[config.mk]
export PLATFORM = sky130hd
export DESIGN_NAME = adder_rr_scheduler
export DESIGN_NICKNAME = d
export VERILOG_FILES = /design/src/rtl/adder_rr_scheduler_pkg.sv /design/src/rtl/adder_rr_scheduler_full_adder.sv /design/src/rtl/adder_rr_scheduler_rr_arbiter.sv /design/src/rtl/adder_rr_scheduler.sv
export SDC_FILE = /design/constraint.sdc
export NUM_CORES = 1
export LEC_CHECK = 0
export ABC_AREA = 0
export CAP_MARGIN = 20
export CORE_AREA = 3 3 65 67
export DETAILED_ROUTE_END_ITERATION = 10
export DIE_AREA = 0 0 68 70
export GPL_TIMING_DRIVEN = 0
export MAX_ROUTING_LAYER = met4
export PLACE_DENSITY = 0.84
export SLEW_MARGIN = 5
export SYNTH_ARGS = -nofsm -noshare
export SYNTH_HDL_FRONTEND = slang
export SYNTH_HIERARCHICAL = 1
export SYNTH_SLANG_ARGS = --single-unit
export TNS_END_PERCENT = 100
[constraint.sdc]
create_clock -name clk -period 9.05 [get_ports clk]
set_input_delay 1.81 -clock clk [delete_from_list [all_inputs] [get_ports clk]]
set_output_delay 1.81 -clock clk [all_outputs]
set_load 0.05 [all_outputs]
[src/rtl/adder_rr_scheduler_pkg.sv]
// Shared defaults and helpers for the round-robin shared-adder scheduler.
// The requester-index width is derived here so the top and bench agree on it.
package adder_rr_scheduler_pkg;

    localparam int unsigned DEF_WIDTH   = 8;
    localparam int unsigned DEF_NUM_REQ = 4;

    // Bits needed to index n items; never returns less than 1.
    function automatic int unsigned clog2(input int unsigned n);
        int unsigned r;
        int unsigned v;
        r = 0;
        v = n - 1;
        while (v != 0) begin
            r = r + 1;
            v = v >> 1;
        end
        if (r == 0) begin
            r = 1;
        end
        return r;
    endfunction

endpackage

[src/rtl/adder_rr_scheduler_full_adder.sv]
// Signed WIDTH-bit adder producing a WIDTH+1-bit result, so overflow cannot occur.
// This is the single arithmetic resource shared by every requester.
module adder_rr_scheduler_full_adder #(
    parameter int unsigned WIDTH = 8
) (
    input  logic [WIDTH-1:0] i_a,
    input  logic [WIDTH-1:0] i_b,
    output logic [WIDTH:0]   o_sum
);

    logic [WIDTH:0] w_a_ext;
    logic [WIDTH:0] w_b_ext;

    assign w_a_ext = {i_a[WIDTH-1], i_a};
    assign w_b_ext = {i_b[WIDTH-1], i_b};
    assign o_sum   = w_a_ext + w_b_ext;

endmodule

[src/rtl/adder_rr_scheduler_rr_arbiter.sv]
// Round-robin arbiter: rotate requests so i_ptr lands at bit 0, priority-encode the
// lowest set bit, then rotate the winning offset back into an absolute requester index.
module adder_rr_scheduler_rr_arbiter #(
    parameter int unsigned NUM_REQ = 4,
    parameter int unsigned ID_W    = 2
) (
    input  logic [NUM_REQ-1:0] i_req,
    input  logic [ID_W-1:0]    i_ptr,
    input  logic               i_en,
    output logic [NUM_REQ-1:0] o_gnt,
    output logic [ID_W-1:0]    o_idx
);

    logic [NUM_REQ-1:0] w_req_rot;
    logic               w_found;
    logic [ID_W-1:0]    w_off;
    logic [ID_W:0]      w_abs;
    logic [ID_W-1:0]    w_idx;

    // Mux of constant rotations keeps every bit select static.
    always_comb begin
        w_req_rot = i_req;
        for (int p = 0; p < NUM_REQ; p++) begin
            if (i_ptr == ID_W'(p)) begin
                for (int k = 0; k < NUM_REQ; k++) begin
                    w_req_rot[k] = i_req[(p + k) % NUM_REQ];
                end
            end
        end
    end

    always_comb begin
        w_found = 1'b0;
        w_off   = '0;
        for (int k = NUM_REQ - 1; k >= 0; k--) begin
            if (w_req_rot[k]) begin
                w_found = 1'b1;
                w_off   = ID_W'(k);
            end
        end
    end

    always_comb begin
        w_abs = {1'b0, w_off} + {1'b0, i_ptr};
        if (w_abs >= (ID_W + 1)'(NUM_REQ)) begin
            w_idx = w_abs[ID_W-1:0] - ID_W'(NUM_REQ);
        end else begin
            w_idx = w_abs[ID_W-1:0];
        end
    end

    always_comb begin
        o_gnt = '0;
        for (int k = 0; k < NUM_REQ; k++) begin
            o_gnt[k] = i_en && w_found && (w_idx == ID_W'(k));
        end
    end

    assign o_idx = w_idx;

endmodule

[src/rtl/adder_rr_scheduler.sv]
// Time-shares one signed adder between NUM_REQ requesters with round-robin grants and a
// single tagged result slot; a drain and a refill may happen on the same edge.
module adder_rr_scheduler
    import adder_rr_scheduler_pkg::*;
#(
    parameter int unsigned WIDTH   = DEF_WIDTH,
    parameter int unsigned NUM_REQ = DEF_NUM_REQ,
    parameter int unsigned ID_W    = clog2(NUM_REQ)
) (
    input  logic                     clk,
    input  logic                     rst,
    input  logic [NUM_REQ-1:0]       req_valid,
    input  logic [NUM_REQ*WIDTH-1:0] req_a,
    input  logic [NUM_REQ*WIDTH-1:0] req_b,
    output logic [NUM_REQ-1:0]       req_ready,
    output logic                     res_valid,
    input  logic                     res_ready,
    output logic [WIDTH:0]           res_sum,
    output logic [ID_W-1:0]          res_id
);

    logic               r_res_valid;
    logic [WIDTH:0]     r_res_sum;
    logic [ID_W-1:0]    r_res_id;
    logic [ID_W-1:0]    r_rr_ptr;

    logic               w_can_accept;
    logic               w_arb_en;
    logic [NUM_REQ-1:0] w_gnt;
    logic [ID_W-1:0]    w_idx;
    logic               w_transfer;
    logic [ID_W-1:0]    w_ptr_nxt;
    logic [WIDTH-1:0]   w_op_a;
    logic [WIDTH-1:0]   w_op_b;
    logic [WIDTH:0]     w_sum;

    assign w_can_accept = !r_res_valid || res_ready;
    // Holding grants low during reset keeps a request from seeing a stray accept.
    assign w_arb_en     = w_can_accept && !rst;

    adder_rr_scheduler_rr_arbiter #(
        .NUM_REQ (NUM_REQ),
        .ID_W    (ID_W)
    ) u_arbiter (
        .i_req (req_valid),
        .i_ptr (r_rr_ptr),
        .i_en  (w_arb_en),
        .o_gnt (w_gnt),
        .o_idx (w_idx)
    );

    assign w_transfer = |w_gnt;
    assign w_ptr_nxt  = (w_idx == ID_W'(NUM_REQ - 1)) ? '0 : w_idx + 1'b1;

    always_comb begin
        w_op_a = '0;
        w_op_b = '0;
        for (int i = 0; i < NUM_REQ; i++) begin
            if (w_idx == ID_W'(i)) begin
                w_op_a = req_a[i*WIDTH +: WIDTH];
                w_op_b = req_b[i*WIDTH +: WIDTH];
            end
        end
    end

    adder_rr_scheduler_full_adder #(
        .WIDTH (WIDTH)
    ) u_adder (
        .i_a   (w_op_a),
        .i_b   (w_op_b),
        .o_sum (w_sum)
    );

    always_ff @(posedge clk) begin
        if (rst) begin
            r_res_valid <= 1'b0;
            r_res_sum   <= '0;
            r_res_id    <= '0;
            r_rr_ptr    <= '0;
        end else if (w_transfer) begin
            r_res_valid <= 1'b1;
            r_res_sum   <= w_sum;
            r_res_id    <= w_idx;
            r_rr_ptr    <= w_ptr_nxt;
        end else if (res_ready) begin
            r_res_valid <= 1'b0;
        end
    end

    assign req_ready = w_gnt;
    assign res_valid = r_res_valid;
    assign res_sum   = r_res_sum;
    assign res_id    = r_res_id;

endmodule

### Yosys cells after proc, flatten, opt, wreduce, memory -nomap -nowiden

Cells that the tools add are included.

* flip-flop bits (word level): 14
* input port bits: 71
* word-level logic and storage cells: 47
* output and inout bits: 16

* multiplexer cells: 22
* reductions and logical operators: 12
* equal/unequal tests: 6
* $add $sub $neg: 3

Operators by type and width (count)
* 8-bit two-way mux: 8
* 4-bit two-way mux: 3
* 2-bit two-way mux: 5
* 8-bit by 8-bit adder with 9-bit output: 1
* 2-bit == test (second input constant): 4
* 1-bit logical AND: 6
* 1-bit two-way mux: 6
* 2-bit by 1-bit == test with 1-bit output (second input constant): 2
* 4-bit OR reduction: 1
* 2-bit by 1-bit adder with 2-bit output (second input constant): 1
* 2-bit adder: 1
* 1-bit zero test: 2
* 2-bit zero test: 1
* 2-bit nonzero test: 1
* 1-bit logical OR: 1

### Logic depth before layout (Yosys ltp)

Gate-level depths: netlist of the first run.

* depth in word-level cells: 15
* gate-level depth with buffers: 24
* depth with buffers taken out: 21

### Modules after synthesis

The synthesis of the first run kept the hierarchy.

Modules (own cells, without submodules)
* adder_rr_scheduler: area each 935.9 sq um, cells an instance 127, instances 1, sequential area each 280.3 sq um
* adder_rr_scheduler_full_adder: area each 319.1 sq um, cells an instance 40, instances 1, sequential area each 0.0 sq um
* adder_rr_scheduler_rr_arbiter: area each 265.3 sq um, cells an instance 38, instances 1, sequential area each 0.0 sq um

### Worst setup path after synthesis of the first run

OpenSTA, ideal clock, no wires.

* kind: input-to-output
* start point: input port req_valid[1]
* end point: output port req_ready[0]
* buffers on the path: 1
* path slack: 3.029 ns
* required time: 7.240 ns
* stages on the path: 8
* arrival: 4.211 ns
* cells stage by stage: buf_6 -> nand2b_1 -> a21oi_1 -> o211ai_1 -> o21a_1 -> ha_1 -> nand3b_1 -> nor3b_1

* longest elaborated chain between the ends: 9
* elaborated cells on any way between the ends: 15
* those cells by class: add/sub (1); mux (11); reduce/logical (3)

RTL lines
* from (decl): RTL line adder_rr_scheduler.sv:12 `input logic [NUM_REQ-1:0] req_valid,`
* 4-bit two-way mux: RTL line adder_rr_scheduler_rr_arbiter.sv:24 `if (i_ptr == ID_W'(p)) begin`
* 4-bit two-way mux *: RTL line adder_rr_scheduler_rr_arbiter.sv:24
* 2-bit two-way mux (3 in a row): RTL line adder_rr_scheduler_rr_arbiter.sv:36 `if (w_req_rot[k]) begin`
* 2-bit two-way mux *: RTL line adder_rr_scheduler_rr_arbiter.sv:36
* 2-bit adder *: RTL line adder_rr_scheduler_rr_arbiter.sv:44 `w_abs = {1'b0, w_off} + {1'b0, i_ptr};`
* net w_idx[0]: RTL line adder_rr_scheduler.sv:30 `logic [ID_W-1:0] w_idx;`
* 2-bit zero test *: RTL line adder_rr_scheduler_rr_arbiter.sv:55 `o_gnt[k] = i_en && w_found && (w_idx == ID_W'(k));`
* 1-bit logical AND *: RTL line adder_rr_scheduler_rr_arbiter.sv:55
* to (decl): RTL line adder_rr_scheduler.sv:15 `output logic [NUM_REQ-1:0] req_ready,`

Mark *: on every way through the listed nets, which the timed path passes. The rest lies on a longest branch.

### Worst setup path after layout of the first run

* start point: input port req_valid[2]
* end point: output port req_ready[0]

* longest elaborated chain between the ends: 9
* elaborated cells on any way between the ends: 15
* those cells by class: add/sub (1); mux (11); reduce/logical (3)

RTL lines (RTL line)
* 4-bit two-way mux (2 in a row): adder_rr_scheduler_rr_arbiter.sv:24
* 4-bit two-way mux *: adder_rr_scheduler_rr_arbiter.sv:24
* 2-bit two-way mux (3 in a row): adder_rr_scheduler_rr_arbiter.sv:36
* 2-bit adder: adder_rr_scheduler_rr_arbiter.sv:44
* 2-bit zero test: adder_rr_scheduler_rr_arbiter.sv:55
* 1-bit logical AND *: adder_rr_scheduler_rr_arbiter.sv:55

Every way passes the cells marked *; elsewhere a longest branch is shown, timed or not.

==> metrics.cfg, run 1 <==
[status]
status = finished clean

[routing]
wl_per_cell_um = 15.0
drt_iter0_drc = 74
drcViolationCount = 0
avgViaCountPerCell = 5.41
vias = 1849
wl_um = 5120
ant_nets = 0
firstDrtPassIters = 4

[synth]
yosys_warnings = 6
synth_nets = 290
yosysSeqAreaShare = 0.184
syn_area_um2 = 1520
ys_types = 45
syn_area_per_cell_um2 = 7.42
synthCells = 205
ys_ff_latch = 14

[timing]
max_freq_mhz = 150
grt_setup_unrepaired = no
hold_viol_final = 0
final_max_slew_viol_count = 0
tns_ps = 0
min_period_ps = 6650
worst_pin_slew_ps = 539
period_share = 0.734
clock_skew_ps = 2.10
relSlewSlack = 0.640
setup-violations-final = 0

[global_routing]
grt-ovfl-total = 0
grt_pass1_vias = 1777
grt_max_degree = 11
antenna_found_initial = 0
track_usage = 0.223
grt_pass1_wl_um = 8200

[clocking]
postCtsSetupBuffers = 0
cts_resized = 0
clk_path_buf_depth = 2
clk_pin_slew_ps = 50
cts_tree = yes
htreeDepth = 1
ctsHoldBuffers = 0
cts_root_buffer = clkbuf_8
cts_sinks = 14
clk_latency_ps = 240
cts_buffers = 3

[cells_and_area]
fillCellCount = 351
n_antenna_cell = 0
nNetsFinal = 380
areaGrowthSynthToFinish_pct = 63.5
drive_gt1_frac = 0.0714

[die]
fp-row-count = 22
die_h_um = 70
initial_utilization = 0.412
core_um2 = 3690
dieArea_um2 = 4760
pin_count = 87
die_w_um = 68

[worst_setup_path]
cp.required_ps = 7240
arrival_ps = 4840
cp_max_fo = 8
endpoint_kind = output pin
r2r_cells = 22
critPathKind = in2out
startpoint_type = input port

[placement]
hpwl_um = 4310
gp_congestion = 0.775
port_buffers = 85

[min_path]
hold_path.class = reg2reg
hold_depth = 2

[flow_run]
maxCapViolCount = 0

critical path, cell delays in order:
cell and delay (ps):
clkdlybuf4s50_1 590, nor2b_1 160, a21oi_1 40, o211ai_1 160, o21a_1 140, ha_1 150, xor2_1 270, a31oi_1 100
nor3b_1 500, clkdlybuf4s50_1 910
per-stage QoR:
stage / std cells / hold slack (ps) / setup slack [ps] / area [um2] / utilization
after detailed placement: 338 / 447 / 2410 / 2430 / 0.659
after floorplan: 205 / 453 / 3030 / 1520 / -
after global routing: 342 / 484 / 2140 / 2490 / 0.674
after global placement: 338 / 443 / 2440 / 2430 / 0.659
final: 342 / 455 / 2400 / 2490 / 0.674
after CTS: 342 / 456 / 2400 / 2490 / 0.674
synthesized netlist by cell type:
cell,n,share of area
a21oi_1,39,0.13
a21o_1,3,0.015
o21ai_0,4,0.013
buf_2,3,0.0099
o22ai_1,15,0.062
clkbuf_1,3,0.0074
nor3b_1,5,0.025
a211oi_1,2,0.0099
a31o_2,1,0.0058
nor2b_2,1,0.0058
dfxtp_1,14,0.18
nand4_1,1,0.0041
a31oi_1,3,0.012
o31ai_2,1,0.0082
nand2b_1,3,0.012
buf_4,1,0.0049
o211ai_1,3,0.015
nand2_1,30,0.074
ha_1,13,0.11
o21ai_2,2,0.012
xor2_1,3,0.017
or4_4,1,0.0074
and3b_1,2,0.012
and2b_1,1,0.0049
fa_1,1,0.013
or3b_2,1,0.0058
nor3_1,1,0.0033
inv_1,4,0.0099
nor2_1,5,0.012
o21a_1,1,0.0049
or4_1,1,0.0049
nand4b_1,1,0.0058
and2b_2,1,0.0058
nand3b_1,2,0.0099
xnor2_1,3,0.017
nor2b_1,3,0.012
buf_1,1,0.0025
a22oi_1,15,0.074
o21ai_1,1,0.0033
nand3_1,3,0.0099
nand2_2,1,0.0041
o2bb2ai_1,1,0.0058
buf_6,3,0.022
clkinv_1,1,0.0025
nor4_4,1,0.014
area by class of cell:
class                           count  area, um2  share of cell area
Multi-Input combinational cell    175       1150               0.463
Buffer                             11       71.3              0.0287
Inverter                            5       18.8             0.00755
Timing Repair Buffer               85        851               0.342
Sequential cell                    14        280               0.113
Clock buffer                        4       55.1              0.0221
Tap cell                           48       60.1              0.0242
logic make-up after synthesis:
family	Yosys count	synth area share
flip-flops	14	0.184
AO/OA/AOI/OAI	91	0.369
adder cells (fa/ha/maj)	14	0.120
buffers and inverters	16	0.0592
XOR/XNOR	6	0.0346
AND/OR/NAND/NOR	64	0.233
metal layers:
layer / wire (um) / global-route usage
met1: 2270 / 0.287
met2: 2590 / 0.368
met3: 219 / 0.0386
met5: 0 / -
met4: 43 / 0.0331
state kept, by name (all words and copies together), names as in the netlist:
| register | count |
|---|---|
| r_rr_ptr | 2 |
| res_valid | 1 |
| res_id | 2 |
| res_sum | 9 |
final timing paths:
path / from / slack (ps) / end
hold / removal: res_sum[4]$_SDFFE_PP0P_ / 450 / res_sum[4]$_SDFFE_PP0P_
setup / recovery: req_valid[2] / 2400 / req_ready[0]
hold reg to reg: res_sum[4]$_SDFFE_PP0P_ / 450 / res_sum[4]$_SDFFE_PP0P_
setup reg to reg: r_rr_ptr[1]$_SDFFE_PP0P_ / 4590 / res_sum[8]$_SDFFE_PP0P_
placed cells by master (no fill, tap or decap), types with 2 or more instances in the layout:
master           synthesis  final
clkbuf_8                 0      4
o211ai_1                 3      3
xor2_1                   3      3
a21o_1                   3      3
nor2_1                   5      5
dfxtp_1                 14     14
inv_1                    4      4
nand2b_1                 3      3
a21oi_1                 39     39
nand3_1                  3      3
nand2_1                 30     30
a31oi_1                  3      3
a211oi_1                 2      2
xnor2_1                  3      3
clkdlybuf4s50_1          0     85
clkbuf_1                 3      3
o22ai_1                 15     15
a22oi_1                 15     15
nor3b_1                  5      5
nand3b_1                 2      2
buf_2                    3      3
o21ai_0                  4      4
nor2b_1                  3      3
and3b_1                  2      2
buf_6                    3      3
o21ai_2                  2      2
ha_1                    13     13
Power of run 1 is not shown: default switching activity piles up to over one toggle a cycle in this logic, so the estimate is an artifact.
==> run 2, diff against run 1 <==
--- a/config.mk
+++ b/config.mk
@@ -7,12 +7,12 @@
 export LEC_CHECK = 0
 export ABC_AREA = 0
 export CAP_MARGIN = 20
-export CORE_AREA = 3 3 65 67
+export CORE_AREA = 3 3 67 69
 export DETAILED_ROUTE_END_ITERATION = 10
-export DIE_AREA = 0 0 68 70
+export DIE_AREA = 0 0 70 72
 export GPL_TIMING_DRIVEN = 0
 export MAX_ROUTING_LAYER = met4
-export PLACE_DENSITY = 0.84
+export PLACE_DENSITY = 0.8
 export SLEW_MARGIN = 5
 export SYNTH_ARGS = -nofsm -noshare
 export SYNTH_HDL_FRONTEND = slang
==> constraint.sdc (replaced) <==
create_clock -name clk -period 6.6 [get_ports clk]
set_input_delay 1.32 -clock clk [delete_from_list [all_inputs] [get_ports clk]]
set_output_delay 1.32 -clock clk [all_outputs]
set_load 0.05 [all_outputs]
==> metrics.cfg, run 2 (synthesis results as in run 1) <==
[status]
status = finished clean  ; unchanged

[timing]
relSlewSlack = 0.653  ; was 0.640
min_period_ps = 5720
clock_skew_ps = 1.08  ; was 2.10 ps
setup-violations-final = 0  ; unchanged
final_max_slew_viol_count = 0  ; unchanged
tns_ps = 0  ; unchanged
grt_setup_unrepaired = no  ; unchanged
hold_viol_final = 0  ; unchanged
worst_pin_slew_ps = 519  ; was 539 ps
period_share = 0.867
max_freq_mhz = 175

[global_routing]
grt_pass1_vias = 1849  ; was 1777
track_usage = 0.210  ; was 0.223
grt_max_degree = 11  ; unchanged
antenna_found_initial = 0  ; unchanged
grt_pass1_wl_um = 8510  ; was 8200 um
grt-ovfl-total = 0  ; unchanged

[placement]
port_buffers = 85  ; unchanged
place_inst = 340  ; was 338
hpwl_um = 4170  ; was 4310 um
gp_congestion = 0.805  ; was 0.775

[cells_and_area]
nNetsFinal = 380  ; unchanged
drive_gt1_frac = 0.0714  ; unchanged
largest_reg_flops = 9  ; unchanged
layout_common_cells = 85 x clkdlybuf4s50_1, 39 x a21oi_1, 30 x nand2_1  ; unchanged
fin_cells = 344  ; was 342
final_common_cell = clkdlybuf4s50_1  ; unchanged
n_antenna_cell = 0  ; unchanged
areaGrowthSynthToFinish_pct = 63.7  ; was 63.5%
fillCellCount = 374  ; was 351

[routing]
drt_iter0_drc = 100  ; was 74
vias = 1854  ; was 1849
avgViaCountPerCell = 5.39  ; was 5.41
ant_nets = 0  ; unchanged
wl_um = 5200  ; was 5120 um
firstDrtPassIters = 4  ; unchanged
drcViolationCount = 0  ; unchanged
wl_per_cell_um = 15.1  ; was 15.0 um

[die]
die_h_um = 72  ; was 70 um
initial_utilization = 0.383  ; was 0.412
core_um2 = 3970  ; was 3690 um2
fp-row-count = 23  ; was 22
dieArea_um2 = 5040  ; was 4760 um2
pin_count = 87  ; unchanged
die_w_um = 70  ; was 68 um

[worst_setup_path]
cp_slowest_cell = clkdlybuf4s50_1  ; unchanged
cp.buffers_inverters = 2  ; unchanged
cp-startpoint = req_valid[2]  ; unchanged
startpoint_type = input port  ; unchanged
cp_cell_sequence = clkdlybuf4s50_1 > nor2b_1 > a21oi_1 > o211ai_1 > o21a_1 > ha_1 > xor2_1 > a31o_2 > nand2_1 > ha_1 > nor2_1 > clkbuf_1 > a21oi_1 > ha_1 > fa_1 > a21o_1 > a21oi_1 > o211ai_1 > o21ai_0 > nand2_1 > a21oi_1  ; was clkdlybuf4s50_1 > nor2b_1 > a21oi_1 > o211ai_1 > o21a_1 > ha_1 > xor2_1 > a31oi_1 > nor3b_1 > clkdlybuf4s50_1
r2r_cells = 21  ; was 22
rr_endpoint = res_sum[8]$_SDFFE_PP0P_  ; unchanged
arrival_ps = 5900  ; was 4840 ps
cp_max_fo = 10  ; was 8
crit_path_max_incr_delay_ps = 590  ; was 910 ps
endpoint_kind = register  ; was output pin
crit_family = compound AO/OA/AOI/OAI gates  ; was buffers and inverters
critPathKind = in2reg  ; was in2out
cp-endpoint = res_sum[8]$_SDFFE_PP0P_  ; was req_ready[0]
cpMostUsedCell = a21oi_1  ; was clkdlybuf4s50_1
cp.required_ps = 6780  ; was 7240 ps
reg2reg_from = r_rr_ptr[1]$_SDFFE_PP0P_  ; unchanged
cp.depth = 21  ; was 10
rrSetupSlack_ps = 2100  ; was 4590 ps

[clocking]
cts_root_buffer = clkbuf_8  ; unchanged
postCtsSetupBuffers = 0  ; unchanged
htreeDepth = 1  ; unchanged
cts_resized = 0  ; unchanged
cts_buffers = 3  ; unchanged
clk_latency_ps = 250  ; was 240 ps
cts_sinks = 14  ; unchanged
clk_pin_slew_ps = 60  ; was 50 ps
clk_path_buf_depth = 2  ; unchanged
cts_tree = yes  ; unchanged
ctsHoldBuffers = 0  ; unchanged

[flow_run]
maxCapViolCount = 0  ; unchanged

[min_path]
hold_depth = 2  ; unchanged
hold_path.class = reg2reg  ; unchanged

-- run 2: cell counts in the layout (fill, tap and decap cells not counted) --
Identical to the previous run, type by type.
-- run 2: tightest hold or removal path: cells and delay by family, from the launching register on --
kind | cells | cell delay, ps
AOI/OAI and AO/OA | 1 | 50
DFF | 1 | 310
and+or+nand+nor | 1 | 50
-- run 2: how the worst min path moves through the flow --
stage,startpoint,endpoint,slack (ps)
6_report,res_id[1]$_SDFFE_PP0P_,res_id[1]$_SDFFE_PP0P_,450
5_1_grt,res_id[1]$_SDFFE_PP0P_,res_id[1]$_SDFFE_PP0P_,470
4_1_cts,res_sum[1]$_SDFFE_PP0P_,res_sum[1]$_SDFFE_PP0P_,460
3_5_place_dp,res_sum[1]$_SDFFE_PP0P_,res_sum[1]$_SDFFE_PP0P_,450
3_3_place_gp,res_sum[1]$_SDFFE_PP0P_,res_sum[1]$_SDFFE_PP0P_,450
2_1_floorplan,r_rr_ptr[1]$_SDFFE_PP0P_,r_rr_ptr[1]$_SDFFE_PP0P_,450
-- run 2: metrics by stage --
step / setup slack, ps / instance area [um2] / util / hold WS, ps
floorplan: 1560 / 1520 / - / 453
global placement: 707 / 2430 / 0.613 / 447
detailed placement: 688 / 2430 / 0.613 / 449
CTS: 927 / 2490 / 0.627 / 458
global route: 514 / 2490 / 0.627 / 471
finish: 881 / 2490 / 0.627 / 453
-- run 2: routing by layer --
metal / wire [um] / vias up / GRT usage
li1: - / 952 / -
met1: 2400 / 848 / 0.262
met2: 2600 / 48 / 0.364
met3: 186 / 6 / 0.0416
met4: 14 / 0 / 0.0255
met5: 0 / - / -
-- run 2: layout make-up --
class                   instances  area, um2  area share
multi-input cells             175       1150       0.462
repair buffers                 85        851       0.342
flip-flops and latches         14        280       0.113
plain buffers                  11       71.3      0.0287
well taps                      50       62.6      0.0251
clock buffers                   4       55.1      0.0221
inverters                       5       18.8     0.00754
Power of run 2 is left out for the same reason.
